<file path="src/rtl/id_ex_seg_reg_pkg.sv">
// id_ex_seg_reg_pkg: shared encodings for the RV32I ID->EX segment register.
//   - RegWrite modes, BranchType codes, ALU ops, AluSrc2 selects
//   - ctrl_t: decoder control bundle carried from ID to EX
//   - NOP_CTRL: the all-zero control bundle loaded on a bubble
//   - ST_EMPTY / ST_FULL: stage occupancy states (carried by valid_e)
package id_ex_seg_reg_pkg;

  // RegWrite modes (3 bits). Zero means the instruction writes no register.
  localparam logic [2:0] NOREGWRITE = 3'd0;
  localparam logic [2:0] LB         = 3'd1;
  localparam logic [2:0] LH         = 3'd2;
  localparam logic [2:0] LW         = 3'd3;
  localparam logic [2:0] LBU        = 3'd4;
  localparam logic [2:0] LHU        = 3'd5;

  // BranchType codes (3 bits).
  localparam logic [2:0] NOBRANCH = 3'd0;
  localparam logic [2:0] BEQ      = 3'd1;
  localparam logic [2:0] BNE      = 3'd2;
  localparam logic [2:0] BLT      = 3'd3;
  localparam logic [2:0] BLTU     = 3'd4;
  localparam logic [2:0] BGE      = 3'd5;
  localparam logic [2:0] BGEU     = 3'd6;

  // ALU ops (4 bits). ADD is zero so a cleared bundle is an ADD.
  localparam logic [3:0] ALU_ADD  = 4'd0;
  localparam logic [3:0] ALU_SUB  = 4'd1;
  localparam logic [3:0] ALU_SLL  = 4'd2;
  localparam logic [3:0] ALU_SLT  = 4'd3;
  localparam logic [3:0] ALU_SLTU = 4'd4;
  localparam logic [3:0] ALU_XOR  = 4'd5;
  localparam logic [3:0] ALU_SRL  = 4'd6;
  localparam logic [3:0] ALU_SRA  = 4'd7;
  localparam logic [3:0] ALU_OR   = 4'd8;
  localparam logic [3:0] ALU_AND  = 4'd9;
  localparam logic [3:0] ALU_LUI  = 4'd10;

  // AluSrc2 selects (2 bits).
  localparam logic [1:0] SRC2_REG   = 2'd0;
  localparam logic [1:0] SRC2_SHAMT = 2'd1;
  localparam logic [1:0] SRC2_IMM   = 2'd2;

  // Stage occupancy; the state register is valid_e itself.
  localparam logic ST_EMPTY = 1'b0;
  localparam logic ST_FULL  = 1'b1;

  typedef struct packed {
    logic [2:0] reg_write;
    logic       mem_to_reg;
    logic [3:0] mem_write;
    logic       load_npc;
    logic [1:0] reg_read;
    logic [2:0] branch_type;
    logic [3:0] alu_ctrl;
    logic       alu_src1;
    logic [1:0] alu_src2;
    logic       jalr;
  } ctrl_t;

  // No reg write, no mem write, NOBRANCH, ADD.
  localparam ctrl_t NOP_CTRL = '0;

endpackage

</file>
<file path="src/rtl/id_ex_seg_reg_load_use_detect.sv">
// id_ex_seg_reg_load_use_detect: combinational load-use hazard comparator.
// Flags a dependency when EX holds a valid load with a non-x0 destination
// and the valid ID instruction reads that register through a used port.
// Ports:
//   valid_e_i, mem_to_reg_e_i, rd_e_i   - instruction currently in EX
//   valid_d_i, reg_read_d_i[1:0]        - ID instruction and its port-use bits
//   rs1_d_i, rs2_d_i                    - ID source indices
//   load_use_stall_o                    - hazard, same cycle
module id_ex_seg_reg_load_use_detect #(
  parameter int REG_AW = 5
) (
  input  logic              valid_e_i,
  input  logic              mem_to_reg_e_i,
  input  logic [REG_AW-1:0] rd_e_i,
  input  logic              valid_d_i,
  input  logic [1:0]        reg_read_d_i,
  input  logic [REG_AW-1:0] rs1_d_i,
  input  logic [REG_AW-1:0] rs2_d_i,
  output logic              load_use_stall_o
);

  logic e_is_load;
  logic rs1_hit;
  logic rs2_hit;

  // x0 is hard-wired zero, so a load into x0 can never be a dependency.
  assign e_is_load = valid_e_i & mem_to_reg_e_i & (rd_e_i != '0);
  assign rs1_hit   = reg_read_d_i[1] & (rs1_d_i == rd_e_i);
  assign rs2_hit   = reg_read_d_i[0] & (rs2_d_i == rd_e_i);

  assign load_use_stall_o = e_is_load & valid_d_i & (rs1_hit | rs2_hit);

endmodule

</file>
<file path="src/rtl/id_ex_seg_reg.sv">
// id_ex_seg_reg: ID->EX pipeline segment register for the RV32I core.
// Captures decoder controls, operands, immediate, PC and register indices,
// and inserts a bubble on a load-use hazard or a flush.
// Update priority each rising edge: clear -> bubble; en=0 -> hold;
// load_use_stall -> bubble; else capture (valid_e <= valid_d).
// Stage state is EMPTY/FULL, visible directly as valid_e.
// Ports:
//   clk, rst_n (async, active-low), en (advance), clear (sync flush)
//   *_d  inputs from ID; *_e registered outputs to EX
//   valid_e         - EX holds a real instruction
//   load_use_stall  - combinational request for IF/ID to hold
// Optional: define IDEX_PERF_CNT_EN to add bubble_cnt / stall_cnt outputs.
module id_ex_seg_reg
  import id_ex_seg_reg_pkg::*;
#(
  parameter int XLEN   = 32,
  parameter int REG_AW = 5
) (
  input  logic              clk,
  input  logic              rst_n,
  input  logic              en,
  input  logic              clear,
  input  logic              valid_d,
  input  logic [XLEN-1:0]   pc_d,
  input  logic [XLEN-1:0]   imm_d,
  input  logic [XLEN-1:0]   rs1_val_d,
  input  logic [XLEN-1:0]   rs2_val_d,
  input  logic [REG_AW-1:0] rd_d,
  input  logic [REG_AW-1:0] rs1_d,
  input  logic [REG_AW-1:0] rs2_d,
  input  logic [2:0]        reg_write_d,
  input  logic              mem_to_reg_d,
  input  logic              load_npc_d,
  input  logic              jalr_d,
  input  logic              alu_src1_d,
  input  logic [3:0]        mem_write_d,
  input  logic [1:0]        reg_read_d,
  input  logic [2:0]        branch_type_d,
  input  logic [3:0]        alu_ctrl_d,
  input  logic [1:0]        alu_src2_d,
  output logic [XLEN-1:0]   pc_e,
  output logic [XLEN-1:0]   imm_e,
  output logic [XLEN-1:0]   rs1_val_e,
  output logic [XLEN-1:0]   rs2_val_e,
  output logic [REG_AW-1:0] rd_e,
  output logic [REG_AW-1:0] rs1_e,
  output logic [REG_AW-1:0] rs2_e,
  output logic [2:0]        reg_write_e,
  output logic              mem_to_reg_e,
  output logic              load_npc_e,
  output logic              jalr_e,
  output logic              alu_src1_e,
  output logic [3:0]        mem_write_e,
  output logic [1:0]        reg_read_e,
  output logic [2:0]        branch_type_e,
  output logic [3:0]        alu_ctrl_e,
  output logic [1:0]        alu_src2_e,
`ifdef IDEX_PERF_CNT_EN
  output logic [31:0]       bubble_cnt,
  output logic [31:0]       stall_cnt,
`endif
  output logic              valid_e,
  output logic              load_use_stall
);

  ctrl_t             ctrl_in;
  ctrl_t             ex_ctrl_q,    ex_ctrl_d;
  logic              ex_valid_q,   ex_valid_d;
  logic [XLEN-1:0]   ex_pc_q,      ex_pc_d;
  logic [XLEN-1:0]   ex_imm_q,     ex_imm_d;
  logic [XLEN-1:0]   ex_rs1_val_q, ex_rs1_val_d;
  logic [XLEN-1:0]   ex_rs2_val_q, ex_rs2_val_d;
  logic [REG_AW-1:0] ex_rd_q,      ex_rd_d;
  logic [REG_AW-1:0] ex_rs1_q,     ex_rs1_d;
  logic [REG_AW-1:0] ex_rs2_q,     ex_rs2_d;
  logic              load_bubble;

  assign ctrl_in = '{reg_write:   reg_write_d,
                     mem_to_reg:  mem_to_reg_d,
                     mem_write:   mem_write_d,
                     load_npc:    load_npc_d,
                     reg_read:    reg_read_d,
                     branch_type: branch_type_d,
                     alu_ctrl:    alu_ctrl_d,
                     alu_src1:    alu_src1_d,
                     alu_src2:    alu_src2_d,
                     jalr:        jalr_d};

  id_ex_seg_reg_load_use_detect #(.REG_AW(REG_AW)) u_load_use_detect (
    .valid_e_i        (ex_valid_q),
    .mem_to_reg_e_i   (ex_ctrl_q.mem_to_reg),
    .rd_e_i           (ex_rd_q),
    .valid_d_i        (valid_d),
    .reg_read_d_i     (reg_read_d),
    .rs1_d_i          (rs1_d),
    .rs2_d_i          (rs2_d),
    .load_use_stall_o (load_use_stall)
  );

  // clear beats the external hold; a load-use bubble waits for en.
  assign load_bubble = clear | (en & load_use_stall);

  always_comb begin
    ex_ctrl_d    = ex_ctrl_q;
    ex_valid_d   = ex_valid_q;
    ex_pc_d      = ex_pc_q;
    ex_imm_d     = ex_imm_q;
    ex_rs1_val_d = ex_rs1_val_q;
    ex_rs2_val_d = ex_rs2_val_q;
    ex_rd_d      = ex_rd_q;
    ex_rs1_d     = ex_rs1_q;
    ex_rs2_d     = ex_rs2_q;
    if (load_bubble) begin
      ex_ctrl_d    = NOP_CTRL;
      ex_valid_d   = ST_EMPTY;
      ex_pc_d      = '0;
      ex_imm_d     = '0;
      ex_rs1_val_d = '0;
      ex_rs2_val_d = '0;
      ex_rd_d      = '0;
      ex_rs1_d     = '0;
      ex_rs2_d     = '0;
    end else if (en) begin
      // A non-valid ID slot is captured as-is; only valid_e marks it empty.
      ex_ctrl_d    = ctrl_in;
      ex_valid_d   = valid_d ? ST_FULL : ST_EMPTY;
      ex_pc_d      = pc_d;
      ex_imm_d     = imm_d;
      ex_rs1_val_d = rs1_val_d;
      ex_rs2_val_d = rs2_val_d;
      ex_rd_d      = rd_d;
      ex_rs1_d     = rs1_d;
      ex_rs2_d     = rs2_d;
    end
  end

  always_ff @(posedge clk or negedge rst_n) begin
    if (!rst_n) begin
      ex_ctrl_q    <= NOP_CTRL;
      ex_valid_q   <= ST_EMPTY;
      ex_pc_q      <= '0;
      ex_imm_q     <= '0;
      ex_rs1_val_q <= '0;
      ex_rs2_val_q <= '0;
      ex_rd_q      <= '0;
      ex_rs1_q     <= '0;
      ex_rs2_q     <= '0;
    end else begin
      ex_ctrl_q    <= ex_ctrl_d;
      ex_valid_q   <= ex_valid_d;
      ex_pc_q      <= ex_pc_d;
      ex_imm_q     <= ex_imm_d;
      ex_rs1_val_q <= ex_rs1_val_d;
      ex_rs2_val_q <= ex_rs2_val_d;
      ex_rd_q      <= ex_rd_d;
      ex_rs1_q     <= ex_rs1_d;
      ex_rs2_q     <= ex_rs2_d;
    end
  end

`ifdef IDEX_PERF_CNT_EN
  logic [31:0] bubble_cnt_q, bubble_cnt_d;
  logic [31:0] stall_cnt_q,  stall_cnt_d;

  // Both counters wrap naturally modulo 2^32.
  assign bubble_cnt_d = bubble_cnt_q + {31'd0, load_bubble};
  assign stall_cnt_d  = stall_cnt_q + {31'd0, (load_use_stall & en)};

  always_ff @(posedge clk or negedge rst_n) begin
    if (!rst_n) begin
      bubble_cnt_q <= '0;
      stall_cnt_q  <= '0;
    end else begin
      bubble_cnt_q <= bubble_cnt_d;
      stall_cnt_q  <= stall_cnt_d;
    end
  end

  assign bubble_cnt = bubble_cnt_q;
  assign stall_cnt  = stall_cnt_q;
`endif

  assign valid_e       = ex_valid_q;
  assign pc_e          = ex_pc_q;
  assign imm_e         = ex_imm_q;
  assign rs1_val_e     = ex_rs1_val_q;
  assign rs2_val_e     = ex_rs2_val_q;
  assign rd_e          = ex_rd_q;
  assign rs1_e         = ex_rs1_q;
  assign rs2_e         = ex_rs2_q;
  assign reg_write_e   = ex_ctrl_q.reg_write;
  assign mem_to_reg_e  = ex_ctrl_q.mem_to_reg;
  assign mem_write_e   = ex_ctrl_q.mem_write;
  assign load_npc_e    = ex_ctrl_q.load_npc;
  assign reg_read_e    = ex_ctrl_q.reg_read;
  assign branch_type_e = ex_ctrl_q.branch_type;
  assign alu_ctrl_e    = ex_ctrl_q.alu_ctrl;
  assign alu_src1_e    = ex_ctrl_q.alu_src1;
  assign alu_src2_e    = ex_ctrl_q.alu_src2;
  assign jalr_e        = ex_ctrl_q.jalr;

endmodule

</file>
<file path="config.mk">
export PLATFORM = sky130hd
export DESIGN_NAME = id_ex_seg_reg
export DESIGN_NICKNAME = d
export VERILOG_FILES = /design/src/rtl/id_ex_seg_reg_pkg.sv /design/src/rtl/id_ex_seg_reg_load_use_detect.sv /design/src/rtl/id_ex_seg_reg.sv
export SDC_FILE = /design/constraint.sdc
export NUM_CORES = 1
export LEC_CHECK = 0
export CAP_MARGIN = 40
export CORE_ASPECT_RATIO = 1.2
export CORE_MARGIN = 1.5
export CORE_UTILIZATION = 44
export DETAILED_ROUTE_END_ITERATION = 7
export GPL_TIMING_DRIVEN = 0
export PLACE_DENSITY = 0.79
export SYNTH_ARGS = -nofsm -noshare
export SYNTH_HDL_FRONTEND = slang
export SYNTH_SLANG_ARGS = --single-unit
export TNS_END_PERCENT = 1
</file>
<file path="constraint.sdc">
create_clock -name clk -period 3.33 [get_ports clk]
set_clock_uncertainty 0.05 [all_clocks]
set_input_delay 0.666 -clock clk [delete_from_list [all_inputs] [get_ports clk]]
set_output_delay 0.666 -clock clk [all_outputs]
set_load 0.1 [all_outputs]
</file>
== Word-level counts from Yosys, hierarchy flattened ==
Cells that the tools add are included.
W data, S select, Z words.
Word-level totals
  register bits: 166
  output and inout port bits: 167
Operators by class
  equality and inequality tests: 2
  mux-type cells: 19
  bitwise logic cells: 9
  reductions and logical operators: 2
Operator list (count)
  $mux W32: 8
  $mux W22: 2
  $mux W5: 6
  $eq A5 B5 Y1: 2
  $and A1 B1 Y1: 7
  $reduce_bool A5 Y1: 1
  $mux W1: 3
  $or A1 B1 Y1: 2
  $reduce_bool A2 Y1: 1

== Logic depth before layout (Yosys ltp) ==
Gate-level depths: netlist of run 1.
  word-level depth: 7
  gate-level depth with buffers: 7
  gate-level depth less buffers: 4

== Cells and area by module ==
A second synthesis of run 1 with hierarchy kept.
Unflattened totals
  cells, all modules: 406
  area total of the unflattened synthesis: 6323.6 µm²
By module, submodules not included
  id_ex_seg_reg: times used 1, cells each 389, area an instance 6192.2 µm²
  id_ex_seg_reg_load_use_detect: times used 1, cells each 17, area an instance 131.4 µm²

== Worst setup path before layout of run 1 ==
Ideal clock, no wire load.
  path type: reg2out
  from: register ex_rd_q[3], in the netlist rd_e[3]
  to: output load_use_stall
  arrival time: 3.369 ns
  required time: 2.614 ns
  setup slack: -0.755 ns
  cell stages (with the launch flop): 7
  cells stage by stage: dfrtp_1 xnor2_1 nand4_1 o22ai_1 buf_2 buf_2 nor2b_1
Between the ends
  word-level cells in the longest chain between the ends: 4
  elaborated cells on any way between the ends: 9
  classes of those cells: eq/ne (2); bitwise (6); reduce/logical (1)
Ends and longest elaborated chain
  start, declared: RTL line id_ex_seg_reg.sv:73  | logic [REG_AW-1:0] ex_rd_q, ex_rd_d;
  start signal, assigned: RTL line id_ex_seg_reg.sv:155  | ex_rd_q <= ex_rd_d;
  $eq A5 B5 Y1 (tied with other cells): RTL line id_ex_seg_reg_load_use_detect.sv:28  | assign rs1_hit = reg_read_d_i[1] & (rs1_d_i == rd_e_i);
  $and A1 B1 Y1, on equally long branches: RTL line id_ex_seg_reg_load_use_detect.sv:28, id_ex_seg_reg_load_use_detect.sv:27, id_ex_seg_reg_load_use_detect.sv:29
  $or A1 B1 Y1 / $and A1 B1 Y1 (equally long branches): RTL line id_ex_seg_reg_load_use_detect.sv:31  | assign load_use_stall_o = e_is_load & valid_d_i & (rs1_hit | rs2_hit);
  $and A1 B1 Y1 (*): RTL line id_ex_seg_reg_load_use_detect.sv:31
  end, declared: RTL line id_ex_seg_reg.sv:63  | output logic load_use_stall
Mark *: on every way between the ends. The rest lies on a longest branch, timed or not.

== Worst setup path in the final report of run 1 ==
  from: input en
  to: register ex_rs1_val_q[3], in the netlist rs1_val_e[3]
Between the ends
  word-level cells in the longest chain between the ends: 3
  elaborated cells on any way between the ends: 4
  classes of those cells: mux (1); bitwise (2); reduce/logical (1)
Ends and longest elaborated chain
  start, declared: RTL line id_ex_seg_reg.sv:21  | input logic en,
  $and A1 B1 Y1: RTL line id_ex_seg_reg.sv:101  | assign load_bubble = clear | (en & load_use_stall);
  $or A1 B1 Y1: RTL line id_ex_seg_reg.sv:101
  $mux W32 / $reduce_bool A2 Y1 (equally long branches)
  end signal, assigned: RTL line id_ex_seg_reg.sv:153  | ex_rs1_val_q <= ex_rs1_val_d;
  end, declared: RTL line id_ex_seg_reg.sv:71  | logic [XLEN-1:0] ex_rs1_val_q, ex_rs1_val_d;
Parallel ways exist; a longest one is shown, timed or not.
A chain may end at the register's enable or synchronous reset.

==> results of run 1 <==
[state kept, by name, summed over array words and instances (netlist names)]
register       flops
pc_e              32
mem_write_e        4
rd_e               5
jalr_e             1
alu_src1_e         1
alu_ctrl_e         4
reg_write_e        3
mem_to_reg_e       1
rs2_e              5
reg_read_e         2
branch_type_e      3
rs1_e              5
valid_e            1
load_npc_e         1
imm_e             32
alu_src2_e         2
rs1_val_e         32
rs2_val_e         32
[routing by layer]
layer	wire length, um	track usage
met5	0	0
met4	3377	0.3301
met3	4412	0.1534
met2	20510	0.7629
met1	12730	0.4659
[power breakdown]
part | total [W] | internal [W] | leakage [nW] | switching [W]
combinational | 0.00368 | 0.00140 | 3.72 | 0.00227
clock | 0.00197 | 0.00113 | 0.272 | 0.000846
sequential | 0.00238 | 0.00222 | 2.11 | 0.000166
[area by class of cell]
type                    instances  area, um2
repair buffers                504       6674
clock buffers                  19      452.9
clock inverters                10      107.6
plain buffers                  92      431.7
fillers                       666       1763
well taps                     216      270.3
multi-input cells             536       3189
diodes                          1      2.502
flip-flops and latches        166       4155
[per-stage QoR]
step	setup slack, ns	hold slack [ns]	std cells	cell area, um2
after global placement	-5.526	0.4240	1346	11370
after global routing	0.02300	0.1841	1544	15280
after detailed placement	-0.8851	0.4349	1514	14680
after floorplan	0.06823	0.3204	795	7745
after CTS	0.2157	0.1694	1543	15280
final	0.03780	0.1385	1544	15280
[cell families (layout without fill, tap and decap cells)]
kind of cell | Yosys count | in the layout | share of synthesized area
and+or+nand+nor | 192 | 192 | 0.09783
buffers and inverters | 93 | 625 | 0.05401
xor gates and xnor gates | 10 | 10 | 0.01132
other | 0 | 1 | 0
AOI/OAI and AO/OA | 334 | 334 | 0.3000
DFF | 166 | 166 | 0.5369
[synth_stat cells, drive strengths merged, types with 2 or more instances]
cell	instances	area share
o31ai	13	0.013
xnor2	10	0.011
o21ai	153	0.099
dfrtp	166	0.54
nor3b	5	0.0049
buf	25	0.021
a22oi	13	0.013
nand4	2	0.0016
a32oi	148	0.17
nand2	168	0.082
nor2b	2	0.0016
clkbuf	68	0.033
nor2	14	0.0068
a31oi	5	0.0040
[worst paths after layout]
check / to / slack, ns / depth (start not counted)
worst max-delay path: rs1_val_e[3] / 0.04 / 7
worst min-delay path: rs2_val_e[30] / 0.14 / 1
worst max register to register: imm_e[10] / 0.74 / 7
worst min register to register: pc_e[31] / 0.45 / 2
max in group asynchronous: imm_e[23] / 2.19 / 2
min in group clk: pc_e[31] / 0.45 / 2
[worst register-to-register path: cells and delay by family (launching register included)]
kind	cells	cell delay, ns
buffers and inverters	3	0.88
xor gates and xnor gates	1	0.21
and+or+nand+nor	1	0.16
AOI/OAI and AO/OA	2	0.59
DFF	1	0.50
[timing repair]
item,in CTS,in global routing
pin swaps,1,0
endpoints found under the setup margin,1,1
resized for setup,8,1
setup buffers,2,0
==> flow_summary.html, run 1 <==
<table>
<tr><th>Metric</th><th>Value</th></tr>
<tr><th colspan="2">Die</th></tr>
<tr><td>X dimension of the die</td><td>124.1 um</td></tr>
<tr><td>Core region area</td><td>17,050 um2</td></tr>
<tr><td>Floorplan die area</td><td>18,390 um2</td></tr>
<tr><td>I/O pin count</td><td>337</td></tr>
<tr><td>Die span in y</td><td>148.3 um</td></tr>
<tr><td>Initial Util</td><td>0.4539</td></tr>
<tr><td>Count of standard-cell rows</td><td>52</td></tr>
<tr><th colspan="2">Route</th></tr>
<tr><td>Residual antenna-violating net count after detailed routing</td><td>0</td></tr>
<tr><td>Sum of routed wire length over all layers</td><td>41.03 mm</td></tr>
<tr><td>Drt pass-1 iters</td><td>6</td></tr>
<tr><td>Vias after detailed routing</td><td>10,131</td></tr>
<tr><td>Wire per inst</td><td>26.57 um</td></tr>
<tr><td>Drt first-iter violations</td><td>1,084</td></tr>
<tr><td>DR DRC count</td><td>0</td></tr>
<tr><td>Number of vias per cell after detailed routing</td><td>6.562</td></tr>
<tr><th colspan="2">Synthesis</th></tr>
<tr><td>Count of flip-flops with a built-in enable after synthesis</td><td>0</td></tr>
<tr><td>Number of nets produced by synthesis</td><td>965</td></tr>
<tr><td>Asr flop ratio synth</td><td>1.000</td></tr>
<tr><td>Most common flop cell mapped by yosys</td><td>dfrtp_1</td></tr>
<tr><td>Yosys cell types</td><td>21</td></tr>
<tr><td>Avg Inst Size Synth</td><td>9.733 um2</td></tr>
<tr><td>Sequential share of the synthesized area</td><td>0.5369</td></tr>
<tr><td>Number of instances in the synthesized netlist</td><td>795</td></tr>
<tr><td>Cell Area, Synth</td><td>7737 um2</td></tr>
<tr><td>Post-synthesis register bit count</td><td>166</td></tr>
<tr><td>Yosys warning count</td><td>0</td></tr>
<tr><th colspan="2">Critical path</th></tr>
<tr><td>Required time at the worst-slack endpoint</td><td>3.61 ns</td></tr>
<tr><td>CP Cell Sequence</td><td>clkdlybuf4s50_1 -&gt; clkbuf_1 -&gt; nor2_2 -&gt; clkbuf_1 -&gt; buf_1 -&gt; a32oi_1 -&gt; o21ai_1</td></tr>
<tr><td>Worst setup path start</td><td>en</td></tr>
<tr><td>Stage delay of the slowest cell on the critical path</td><td>0.67 ns</td></tr>
<tr><td>Worst path top cell family by delay</td><td>buffers and inverters</td></tr>
<tr><td>Category of the critical setup timing path</td><td>in -&gt; reg</td></tr>
<tr><td>Most frequent cell on the critical path</td><td>clkbuf_1</td></tr>
<tr><td>Launch instance of the worst register-to-register path</td><td>rd_e[3]</td></tr>
<tr><td>Arr. time, crit path</td><td>3.57 ns</td></tr>
<tr><td>Worst path buffer plus inverter count</td><td>4</td></tr>
<tr><td>Maximum fanout encountered on the critical timing path</td><td>10</td></tr>
<tr><td>Kind of capture point of the worst setup path</td><td>flop</td></tr>
<tr><td>Slowest library cell on the worst path</td><td>clkbuf_1</td></tr>
<tr><td>Startpoint type of the worst setup path</td><td>input port</td></tr>
<tr><th colspan="2">Flow run</th></tr>
<tr><td>Total of max-cap violations</td><td>0</td></tr>
<tr><th colspan="2">Clock network</th></tr>
<tr><td>Maximum clock path buffer count</td><td>2</td></tr>
<tr><td>Root cell of the clock tree</td><td>clkbuf_16</td></tr>
<tr><td>Number of buffers created by CTS</td><td>17</td></tr>
<tr><td>CTS hold repair buffers</td><td>0</td></tr>
<tr><td>Clk pin slew, worst setup/hold paths</td><td>0.07 ns</td></tr>
<tr><td>Clock network latency to the later pin of the worst-skew pair</td><td>0.43 ns</td></tr>
<tr><td>CTS tree</td><td>yes</td></tr>
<tr><td>H-tree Lvls</td><td>4</td></tr>
<tr><td>Number of clock sinks</td><td>166</td></tr>
<tr><th colspan="2">Finish</th></tr>
<tr><td>Top library cells by usage in the layout, fill and taps aside</td><td>clkdlybuf4s50_1 (333), nand2_1 (168), dfrtp_1 (165)</td></tr>
<tr><td>Util after Layout</td><td>0.8966</td></tr>
<tr><td>Syn-to-layout area delta</td><td>97.53%</td></tr>
<tr><td># nets final</td><td>1,487</td></tr>
<tr><td>Proportion of layout cells with a drive suffix above 1</td><td>0.1711</td></tr>
<tr><td>Leading cell type in the layout, fill and taps excluded</td><td>clkdlybuf4s50_1</td></tr>
<tr><th colspan="2">GRT</th></tr>
<tr><td>Initial antenna violation count</td><td>1</td></tr>
<tr><td>Maximum number of pins on one net before global-route repair</td><td>92</td></tr>
<tr><td>Aggregate global routing overflow</td><td>0</td></tr>
<tr><td>Total routing resource utilization after global routing</td><td>0.4548</td></tr>
<tr><td>Number of global-route vias before repair</td><td>10,696</td></tr>
<tr><td>First-pass GRT wire length</td><td>62.36 mm</td></tr>
<tr><th colspan="2">STA</th></tr>
<tr><td>Post-route minimum period</td><td>3.292 ns</td></tr>
<tr><td>TNS Setup</td><td>0 ns</td></tr>
<tr><td>Normalized max-slew margin</td><td>0.3654</td></tr>
<tr><td>Post-route fraction of the period consumed by the critical path</td><td>0.9886</td></tr>
<tr><td>Unrepaired setup endpoints after global routing</td><td>no</td></tr>
<tr><td>Transition time at the pin with the least slew margin</td><td>0.9518 ns</td></tr>
<tr><td>Max-slew violation count</td><td>0</td></tr>
<tr><td>Highest Clock Rate</td><td>303.7 MHz</td></tr>
<tr><td>Final count of hold timing violations</td><td>0</td></tr>
<tr><td>Final setup violation count</td><td>0</td></tr>
<tr><th colspan="2">Placed design</th></tr>
<tr><td>Gp weighted congestion</td><td>0.8950</td></tr>
<tr><td>Detailed placer's ending HPWL</td><td>28.41 mm</td></tr>
<tr><td>Port Buffers</td><td>335</td></tr>
<tr><th colspan="2">Power and ir drop</th></tr>
<tr><td>Power Total</td><td>0.008032 W</td></tr>
<tr><td>VDD IR max</td><td>0.0003353 V</td></tr>
<tr><td>Leakage power summed over all cells</td><td>6.109 nW</td></tr>
<tr><td>Power density relative to cell area</td><td>525.6 nW/um2</td></tr>
<tr><th colspan="2">Outcome</th></tr>
<tr><td>Status</td><td>complete, no violations</td></tr>
<tr><th colspan="2">Min path</th></tr>
<tr><td>Min-delay worst type</td><td>in -&gt; async</td></tr>
</table>
No activity file was read; power rests on OpenSTA's default activity.
==> inputs of run 2 (changes only) <==
--- a/constraint.sdc
+++ b/constraint.sdc
@@ -4,2 +4,2 @@
 set_output_delay 0.666 -clock clk [all_outputs]
-set_load 0.1 [all_outputs]
+set_load 0.005 [all_outputs]
==> run 2 against run 1 <==
Effect of this change: worst hold slack improved by 0.0045 ns; fmax increased by 10%; flip-flop and latch count unchanged; worst setup slack improved by 0.31 ns; largest power group is now sequential cells.
==> flow_summary.html, run 2 (synthesis results as in run 1) <==
<table>
<tr><th>Metric</th><th>Value</th></tr>
<tr><th colspan="2">Outcome</th></tr>
<tr><td>Status</td><td>complete, no violations (unchanged)</td></tr>
<tr><th colspan="2">Clock network</th></tr>
<tr><td>Number of clock sinks</td><td>166 (unchanged)</td></tr>
<tr><td>Clock network latency to the later pin of the worst-skew pair</td><td>0.42 ns (was 0.43 ns)</td></tr>
<tr><td>CTS tree</td><td>yes (unchanged)</td></tr>
<tr><td>Clk pin slew, worst setup/hold paths</td><td>0.07 ns (about the same)</td></tr>
<tr><td>Maximum clock path buffer count</td><td>2 (unchanged)</td></tr>
<tr><td>H-tree Lvls</td><td>4 (unchanged)</td></tr>
<tr><td>Number of buffers created by CTS</td><td>17 (unchanged)</td></tr>
<tr><td>CTS hold repair buffers</td><td>0 (unchanged)</td></tr>
<tr><td>Root cell of the clock tree</td><td>clkbuf_16 (unchanged)</td></tr>
<tr><th colspan="2">GRT</th></tr>
<tr><td>Total routing resource utilization after global routing</td><td>0.3031 (was 0.4548)</td></tr>
<tr><td>Maximum number of pins on one net before global-route repair</td><td>96 (was 92)</td></tr>
<tr><td>Aggregate global routing overflow</td><td>0 (unchanged)</td></tr>
<tr><td>Number of global-route vias before repair</td><td>7,997 (was 10,696)</td></tr>
<tr><td>First-pass GRT wire length</td><td>43.35 mm (was 62.36 mm)</td></tr>
<tr><td>Initial antenna violation count</td><td>1 (unchanged)</td></tr>
<tr><th colspan="2">Critical path</th></tr>
<tr><td>Capture instance of the worst register-to-register path</td><td>rs2_val_e[0] (was imm_e[10])</td></tr>
<tr><td>Maximum fanout encountered on the critical timing path</td><td>10 (unchanged)</td></tr>
<tr><td>Worst R2R Path Depth</td><td>8 (was 7)</td></tr>
<tr><td>CP Cell Sequence</td><td>or4_4 -&gt; o2111ai_4 -&gt; buf_6 -&gt; buf_4 -&gt; nor2b_1 -&gt; dlymetal6s2s_1 (was clkdlybuf4s50_1 -&gt; clkbuf_1 -&gt; nor2_2 -&gt; clkbuf_1 -&gt; buf_1 -&gt; a32oi_1 -&gt; o21ai_1)</td></tr>
<tr><td>Required time at the worst-slack endpoint</td><td>2.61 ns (was 3.61 ns)</td></tr>
<tr><td>Category of the critical setup timing path</td><td>reg -&gt; out (was in -&gt; reg)</td></tr>
<tr><td>Startpoint type of the worst setup path</td><td>flop (was input port)</td></tr>
<tr><td>Arr. time, crit path</td><td>2.26 ns (was 3.57 ns)</td></tr>
<tr><td>Slowest library cell on the worst path</td><td>or4_4 (was clkbuf_1)</td></tr>
<tr><td>Launch instance of the worst register-to-register path</td><td>rd_e[3] (unchanged)</td></tr>
<tr><td>Stage delay of the slowest cell on the critical path</td><td>0.56 ns (was 0.67 ns)</td></tr>
<tr><td>Kind of capture point of the worst setup path</td><td>output pin (was flop)</td></tr>
<tr><td>Reg2reg setup slack</td><td>0.95 ns (was 0.74 ns)</td></tr>
<tr><th colspan="2">Die</th></tr>
<tr><td>Count of standard-cell rows</td><td>52 (unchanged)</td></tr>
<tr><td>Floorplan die area</td><td>18,390 um2 (unchanged)</td></tr>
<tr><td>Die span in y</td><td>148.3 um (unchanged)</td></tr>
<tr><td>X dimension of the die</td><td>124.1 um (unchanged)</td></tr>
<tr><td>I/O pin count</td><td>337 (unchanged)</td></tr>
<tr><td>Initial Util</td><td>0.4539 (unchanged)</td></tr>
<tr><td>Core region area</td><td>17,050 um2 (unchanged)</td></tr>
<tr><th colspan="2">Finish</th></tr>
<tr><td>Top library cells by usage in the layout, fill and taps aside</td><td>clkdlybuf4s50_1 (333), nand2_1 (168), dfrtp_1 (164) (was clkdlybuf4s50_1 (333), nand2_1 (168), dfrtp_1 (165))</td></tr>
<tr><td>Proportion of layout cells with a drive suffix above 1</td><td>0.05565 (was 0.1711)</td></tr>
<tr><td>Final Instance Area</td><td>12,070 um2 (was 15,280 um2)</td></tr>
<tr><td>Leading cell type in the layout, fill and taps excluded</td><td>clkdlybuf4s50_1 (unchanged)</td></tr>
<tr><td># nets final</td><td>1,325 (was 1,487)</td></tr>
<tr><td>Syn-to-layout area delta</td><td>55.93% (was 97.53%)</td></tr>
<tr><th colspan="2">Power and ir drop</th></tr>
<tr><td>Internal cell power</td><td>0.004029 W (was 0.004745 W)</td></tr>
<tr><td>Sequential group share of total power</td><td>0.423 (was 0.297)</td></tr>
<tr><td>Switching power total</td><td>0.001524 W (was 0.003287 W)</td></tr>
<tr><td>Power density relative to cell area</td><td>460.2 nW/um2 (was 525.6 nW/um2)</td></tr>
<tr><td>VDD IR max</td><td>0.0003144 V (was 0.0003353 V)</td></tr>
<tr><td>Net switching fraction of the power</td><td>0.2744 (was 0.4092)</td></tr>
<tr><td>Power share of the combinational group</td><td>0.215 (was 0.458)</td></tr>
<tr><td>Leakage power summed over all cells</td><td>4.648 nW (was 6.109 nW)</td></tr>
<tr><td>Share of power burned in the clock network</td><td>0.362 (was 0.245)</td></tr>
<tr><th colspan="2">STA</th></tr>
<tr><td>Max-slew violation count</td><td>0 (unchanged)</td></tr>
<tr><td>Post-route fraction of the period consumed by the critical path</td><td>0.8952 (was 0.9886)</td></tr>
<tr><td>Post-route minimum period</td><td>2.981 ns (was 3.292 ns)</td></tr>
<tr><td>WHS</td><td>0.1430 ns (was 0.1385 ns)</td></tr>
<tr><td>Highest Clock Rate</td><td>335.5 MHz (was 303.7 MHz)</td></tr>
<tr><td>Final setup violation count</td><td>0 (unchanged)</td></tr>
<tr><td>Normalized max-slew margin</td><td>0.4712 (was 0.3654)</td></tr>
<tr><td>Transition time at the pin with the least slew margin</td><td>0.7932 ns (was 0.9518 ns)</td></tr>
<tr><td>Unrepaired setup endpoints after global routing</td><td>no (unchanged)</td></tr>
<tr><td>Final count of hold timing violations</td><td>0 (unchanged)</td></tr>
<tr><th colspan="2">Route</th></tr>
<tr><td>DR DRC count</td><td>0 (unchanged)</td></tr>
<tr><td>Sum of routed wire length over all layers</td><td>28.01 mm (was 41.03 mm)</td></tr>
<tr><td>Drt pass-1 iters</td><td>5 (was 6)</td></tr>
<tr><td>Drt first-iter violations</td><td>679 (was 1,084)</td></tr>
<tr><td>Wire per inst</td><td>20.23 um (was 26.57 um)</td></tr>
<tr><td>Vias after detailed routing</td><td>8,250 (was 10,131)</td></tr>
<tr><td>Residual antenna-violating net count after detailed routing</td><td>0 (unchanged)</td></tr>
<tr><td>Number of vias per cell after detailed routing</td><td>5.957 (was 6.562)</td></tr>
<tr><th colspan="2">Placed design</th></tr>
<tr><td>Detailed placer's ending HPWL</td><td>20.27 mm (was 28.41 mm)</td></tr>
<tr><td>Gp weighted congestion</td><td>0.8705 (was 0.8950)</td></tr>
<tr><td>Dpl cell area</td><td>11,390 um2 (was 14,680 um2)</td></tr>
<tr><td>Port Buffers</td><td>335 (unchanged)</td></tr>
<tr><th colspan="2">Min path</th></tr>
<tr><td>Min-delay worst type</td><td>in -&gt; async (unchanged)</td></tr>
<tr><th colspan="2">Flow run</th></tr>
<tr><td>Total of max-cap violations</td><td>0 (unchanged)</td></tr>
</table>
==> run 2: cell types whose count changed in the layout (fill, tap and decap cells not counted), sizes merged <==
| cell | delta |
|---|---|
| clkbuf | -1 |
| buf | -163 |
| inv | +8 |
| clkinv | -2 |
| clkinvlp | -2 |
| dlymetal6s2s | +1 |
==> run 2: worst max-delay path by stage <==
stage / from / endpoint / slack (ns) / cells past startpoint
after floorplan: rs1_d[0] / load_use_stall / 0.87 / 6
after global placement: rst_n / pc_e[6] / -5.52 / 1
after detailed placement: rs2_d[4] / load_use_stall / -0.58 / 8
after CTS: rs2_d[4] / load_use_stall / 0.0003 / 7
after global routing: en / rs1_val_e[18] / 0.19 / 7
final: rd_e[2] / load_use_stall / 0.35 / 6
==> run 2: area by class of cell <==
cell class                 count  area (um2)
clock inverter                14       162.7
buffer                        92       431.7
multi-input combinational    536        3179
timing repair buffer         342        3433
clock buffer                  18       429.2
sequential                   166        4156
fill                        1304        4981
tap                          216       270.3
antenna                        1       2.502
==> run 2: power groups by stage <==
stage / clock [W] / sequential, W / combinational [W]
2_1_floorplan: 0 / 0.00238 / 0.000353
3_3_place_gp: 0 / 0.00238 / 0.00116
3_5_place_dp: 0 / 0.00238 / 0.00118
4_1_cts: 0.00204 / 0.00235 / 0.00119
5_1_grt: 0.00213 / 0.00237 / 0.00129
6_report: 0.00201 / 0.00235 / 0.00119
==> run 2: what timing repair did <==
item | in CTS | in global routing
cloned | 0 | 0
setup buffers | 2 | 4
pin swaps | 1 | 2
endpoints found under the setup margin | 1 | 1
resized for setup | 8 | 2
==> run 2: metrics by stage <==
stage | setup slack, ns | utilization | power, W | instances | setup TNS [ns]
global placement | -5.519 | 0.6665 | 0.003544 | 1346 | -914.22
CTS | 0.0003035 | 0.7054 | 0.005579 | 1380 | 0
detailed placement | -0.5794 | 0.6684 | 0.003563 | 1347 | -0.6868
floorplan | 0.8688 | - | 0.002731 | 795 | 0
finish | 0.3491 | 0.7078 | 0.005553 | 1385 | 0
global route | 0.1871 | 0.7078 | 0.005795 | 1385 | 0
==> run 2: critical path, delay by kind of cell, from the launching register on <==
family	cells	cell delay (ns)
AOI/OAI and AO/OA	1	0.27
and+or+nand+nor	2	0.62
buffers and inverters	3	0.49
DFF	1	0.45
==> run 2: routing by layer <==
| metal | wire (um) | share of wire | up-vias | track usage |
|---|---|---|---|---|
| li1 | - | - | 3733 | - |
| met1 | 10470 | 0.37 | 4053 | 0.3658 |
| met2 | 13650 | 0.49 | 389 | 0.4934 |
| met3 | 2711 | 0.097 | 75 | 0.09394 |
| met4 | 1186 | 0.042 | 0 | 0.1381 |
| met5 | 0 | 0 | - | 0 |
==> inputs of run 3 (changes only) <==
Settings changed: CORE_AREA set to 2 2 130 132, CORE_ASPECT_RATIO 1.2 to unset, CORE_MARGIN 1.5 to unset, CORE_UTILIZATION 44 to unset, DIE_AREA set to 0 0 132 134, PLACE_DENSITY 0.79 to 0.76, SYNTH_HIERARCHICAL set to 1.
==> run 3 against run 2 <==
Effect of this change: worst hold slack better by 0.091 ns; register-to-register slack better by 0.13 ns; global-route usage is 6.3 points lower; final area is 12% lower; routed wire length is 24% lower; critical path type is now in -> out; synthesized area is 18% lower; worst setup slack worse by 0.19 ns.
==> flow_summary.html, run 3 <==
<table>
<tr><th>Metric</th><th>Value</th></tr>
<tr><th colspan="2">STA</th></tr>
<tr><td>Post-route fraction of the period consumed by the critical path</td><td>0.9509 (was 0.8952)</td></tr>
<tr><td>Normalized max-slew margin</td><td>0.4852 (was 0.4712)</td></tr>
<tr><td>Max-slew violation count</td><td>0 (unchanged)</td></tr>
<tr><td>TNS Setup</td><td>0 ns (unchanged)</td></tr>
<tr><td>Transition time at the pin with the least slew margin</td><td>0.7721 ns (was 0.7932 ns)</td></tr>
<tr><td>WHS</td><td>0.2341 ns (was 0.1430 ns)</td></tr>
<tr><td>Final setup violation count</td><td>0 (unchanged)</td></tr>
<tr><td>Post-route minimum period</td><td>3.166 ns (was 2.981 ns)</td></tr>
<tr><td>Highest Clock Rate</td><td>315.8 MHz (was 335.5 MHz)</td></tr>
<tr><td>Unrepaired setup endpoints after global routing</td><td>no (unchanged)</td></tr>
<tr><td>PnR worst setup slack</td><td>0.1635 ns (was 0.3491 ns)</td></tr>
<tr><td>Final count of hold timing violations</td><td>0 (unchanged)</td></tr>
<tr><th colspan="2">GRT</th></tr>
<tr><td>Number of global-route vias before repair</td><td>5,953 (was 7,997)</td></tr>
<tr><td>Total routing resource utilization after global routing</td><td>0.2401 (was 0.3031)</td></tr>
<tr><td>First-pass GRT wire length</td><td>33.31 mm (was 43.35 mm)</td></tr>
<tr><td>Maximum number of pins on one net before global-route repair</td><td>85 (was 96)</td></tr>
<tr><td>Aggregate global routing overflow</td><td>0 (unchanged)</td></tr>
<tr><td>Initial antenna violation count</td><td>0 (was 1)</td></tr>
<tr><th colspan="2">Placed design</th></tr>
<tr><td>Port Buffers</td><td>336 (was 335)</td></tr>
<tr><td>Detailed placer's ending HPWL</td><td>15.77 mm (was 20.27 mm)</td></tr>
<tr><td>Gp weighted congestion</td><td>0.8258 (was 0.8705)</td></tr>
<tr><td>Minimum setup slack after placement</td><td>0.1476 ns (was -0.5794 ns)</td></tr>
<tr><th colspan="2">Synthesis</th></tr>
<tr><td>Count of flip-flops with a built-in enable after synthesis</td><td>0 (unchanged)</td></tr>
<tr><td>Cell Area, Synth</td><td>6324 um2 (was 7737 um2)</td></tr>
<tr><td>Number of instances in the synthesized netlist</td><td>406 (was 795)</td></tr>
<tr><td>Avg Inst Size Synth</td><td>15.58 um2 (was 9.733 um2)</td></tr>
<tr><td>Leading cell types by total area after synthesis</td><td>dfrtp_1 (66%), a32o_1 (26%), buf_6 (2.8%) (was dfrtp_1 (54%), a32oi_1 (17%), nand2_1 (8.2%))</td></tr>
<tr><td>Post-synthesis register bit count</td><td>166 (unchanged)</td></tr>
<tr><td>Synth cell count leaders</td><td>a32o_1 (166), dfrtp_1 (166), buf_2 (24) (was nand2_1 (168), dfrtp_1 (166), a32oi_1 (148))</td></tr>
<tr><td>Sequential share of the synthesized area</td><td>0.6569 (was 0.5369)</td></tr>
<tr><td>Asr flop ratio synth</td><td>1.000 (unchanged)</td></tr>
<tr><td>Yosys cell types</td><td>17 (was 21)</td></tr>
<tr><td>Most common flop cell mapped by yosys</td><td>dfrtp_1 (unchanged)</td></tr>
<tr><td>Yosys warning count</td><td>6 (was 0)</td></tr>
<tr><td>Yosys top cell area share</td><td>0.6569 (was 0.5369)</td></tr>
<tr><td>Cell type with the highest aggregate area in the netlist</td><td>dfrtp_1 (unchanged)</td></tr>
<tr><td>Number of nets produced by synthesis</td><td>576 (was 965)</td></tr>
<tr><th colspan="2">Die</th></tr>
<tr><td>Floorplan die area</td><td>17,690 um2 (was 18,390 um2)</td></tr>
<tr><td>Initial Util</td><td>0.3882 (was 0.4539)</td></tr>
<tr><td>X dimension of the die</td><td>132 um (was 124.1 um)</td></tr>
<tr><td>I/O pin count</td><td>337 (unchanged)</td></tr>
<tr><td>Count of standard-cell rows</td><td>47 (was 52)</td></tr>
<tr><td>Core region area</td><td>16,290 um2 (was 17,050 um2)</td></tr>
<tr><td>Die span in y</td><td>134 um (was 148.3 um)</td></tr>
<tr><th colspan="2">Route</th></tr>
<tr><td>Top layer in use</td><td>met4 (unchanged)</td></tr>
<tr><td>Drt pass-1 iters</td><td>5 (unchanged)</td></tr>
<tr><td>DR DRC count</td><td>0 (unchanged)</td></tr>
<tr><td>Residual antenna-violating net count after detailed routing</td><td>0 (unchanged)</td></tr>
<tr><td>Vias after detailed routing</td><td>5,607 (was 8,250)</td></tr>
<tr><td>Sum of routed wire length over all layers</td><td>21.16 mm (was 28.01 mm)</td></tr>
<tr><td>Met2 wire length</td><td>10.63 mm (was 13.65 mm)</td></tr>
<tr><td>Wire per inst</td><td>21.27 um (was 20.23 um)</td></tr>
<tr><td>Routed length on met3</td><td>1.696 mm (was 2.711 mm)</td></tr>
<tr><td>Sum of routed wire segments on met1</td><td>8.191 mm (was 10.47 mm)</td></tr>
<tr><td>Drt first-iter violations</td><td>330 (was 679)</td></tr>
<tr><td>Number of vias per cell after detailed routing</td><td>5.635 (was 5.957)</td></tr>
<tr><th colspan="2">Clock network</th></tr>
<tr><td>Clock network latency to the later pin of the worst-skew pair</td><td>0.42 ns (about the same)</td></tr>
<tr><td>Post-cts repair resize count</td><td>0 (was 8)</td></tr>
<tr><td>CTS hold repair buffers</td><td>0 (unchanged)</td></tr>
<tr><td>Root cell of the clock tree</td><td>clkbuf_16 (unchanged)</td></tr>
<tr><td>Number of buffers created by CTS</td><td>17 (unchanged)</td></tr>
<tr><td>Number of clock sinks</td><td>166 (unchanged)</td></tr>
<tr><td>Post-CTS setup buffers</td><td>0 (was 2)</td></tr>
<tr><td>Clk pin slew, worst setup/hold paths</td><td>0.07 ns (about the same)</td></tr>
<tr><td>H-tree Lvls</td><td>4 (unchanged)</td></tr>
<tr><td>CTS tree</td><td>yes (unchanged)</td></tr>
<tr><td>Maximum clock path buffer count</td><td>2 (unchanged)</td></tr>
<tr><th colspan="2">Finish</th></tr>
<tr><td>Storage element area</td><td>4154 um2 (was 4156 um2)</td></tr>
<tr><td>Fill cell count</td><td>1,187 (was 1,304)</td></tr>
<tr><td>Diode count</td><td>0 (was 1)</td></tr>
<tr><td># nets final</td><td>932 (was 1,325)</td></tr>
<tr><td>Syn-to-layout area delta</td><td>67.35% (was 55.93%)</td></tr>
<tr><td>Proportion of layout cells with a drive suffix above 1</td><td>0.09935 (was 0.05565)</td></tr>
<tr><td>Top library cells by usage in the layout, fill and taps aside</td><td>clkdlybuf4s50_1 (335), a32o_1 (166), dfrtp_1 (166) (was clkdlybuf4s50_1 (333), nand2_1 (168), dfrtp_1 (164))</td></tr>
<tr><td>Leading cell type in the layout, fill and taps excluded</td><td>clkdlybuf4s50_1 (unchanged)</td></tr>
<tr><td>Area of the multi-input gates</td><td>1815 um2 (was 3179 um2)</td></tr>
<tr><th colspan="2">Critical path</th></tr>
<tr><td>Maximum fanout encountered on the critical timing path</td><td>2 (was 10)</td></tr>
<tr><td>Startpoint type of the worst setup path</td><td>input port (was flop)</td></tr>
<tr><td>Arr. time, crit path</td><td>2.45 ns (was 2.26 ns)</td></tr>
<tr><td>Required time at the worst-slack endpoint</td><td>2.61 ns (about the same)</td></tr>
<tr><td>Category of the critical setup timing path</td><td>in -&gt; out (was reg -&gt; out)</td></tr>
<tr><td>Kind of capture point of the worst setup path</td><td>output pin (unchanged)</td></tr>
<tr><th colspan="2">Power and ir drop</th></tr>
<tr><td>VDD IR max</td><td>0.0003147 V (was 0.0003144 V)</td></tr>
<tr><td>Leakage power summed over all cells</td><td>4.378 nW (was 4.648 nW)</td></tr>
<tr><td>Power density relative to cell area</td><td>466.4 nW/um2 (was 460.2 nW/um2)</td></tr>
<tr><th colspan="2">Min path</th></tr>
<tr><td>Min-delay worst type</td><td>in -&gt; async (unchanged)</td></tr>
<tr><th colspan="2">Outcome</th></tr>
<tr><td>Status</td><td>complete, no violations (unchanged)</td></tr>
<tr><th colspan="2">Flow run</th></tr>
<tr><td>Total of max-cap violations</td><td>0 (unchanged)</td></tr>
</table>
==> run 3: changes by cell type after synthesis, moves of 14 or more <==
cell      change
nand2_1     -168
a32o_1      +166
a32oi_1     -148
o21ai_0      -79
o21ai_1      -74
clkbuf_1     -57
buf_2        +17
buf_6        +15
nor2_1       -14
==> run 3: kinds of logic after synthesis <==
logic type	Yosys count	synth area share
AOI/OAI and AO/OA	168	0.2649
DFF	166	0.6569
buffers and inverters	55	0.05699
xor gates and xnor gates	10	0.01385
and+or+nand+nor	7	0.007322
==> run 3: final cells by class <==
class / instances / area share
multi-input cells: 185 / 0.1716
repair buffers: 337 / 0.3205
flip-flops and latches: 166 / 0.3925
clock inverters: 11 / 0.01182
inverters: 1 / 0.0003547
well taps: 220 / 0.02601
plain buffers: 54 / 0.03370
clock buffers: 21 / 0.04351
==> run 3: metrics by stage <==
step | power, W | cells | area, um2 | util
after floorplan | 0.002456 | 406 | 6324 | -
after global placement | 0.002992 | 962 | 9962 | 0.6116
after detailed placement | 0.003021 | 963 | 9991 | 0.6133
after CTS | 0.004983 | 995 | 10580 | 0.6493
after global routing | 0.005143 | 995 | 10580 | 0.6497
final | 0.004936 | 995 | 10580 | 0.6497
==> run 3: final timing paths <==
kind / start / end / slack (ns) / cells past startpoint
setup / recovery: rs1_d[2] / load_use_stall / 0.16 / 6
hold / removal: rst_n / rs1_val_e[12] / 0.23 / 1
setup reg to reg: rd_e[2] / rs1_val_e[27] / 1.08 / 8
hold reg to reg: rs2_e[1] / rs2_e[1] / 0.44 / 1
max in group asynchronous: rst_n / rs2_e[3] / 2.09 / 2
min in group clk: rs2_e[1] / rs2_e[1] / 0.44 / 1
==> run 3: metal layers <==
layer | global-route usage | vias to the layer above
met3 | 0.07634 | 43
met5 | 0 | -
met4 | 0.1063 | 0
li1 | - | 2423
met1 | 0.2802 | 2870
met2 | 0.4083 | 271
==> run 3: where the power goes <==
| group | internal [W] | leakage (nW) | total [W] | switching [W] |
|---|---|---|---|---|
| combinational | 0.000491 | 1.89 | 0.000784 | 0.000293 |
| sequential | 0.00213 | 2.21 | 0.00220 | 0.0000685 |
| clock | 0.00115 | 0.283 | 0.00195 | 0.000808 |
| total | 0.00377 | 4.38 | 0.00494 | 0.00117 |
==> run 3: worst max-delay path: stages <==
cell and delay (ns):
clkdlybuf4s50_1 0.44, xor2_1 0.16, nor4_1 0.31, nand3_1 0.12, a21oi_1 0.20, clkdlybuf4s50_1 0.55
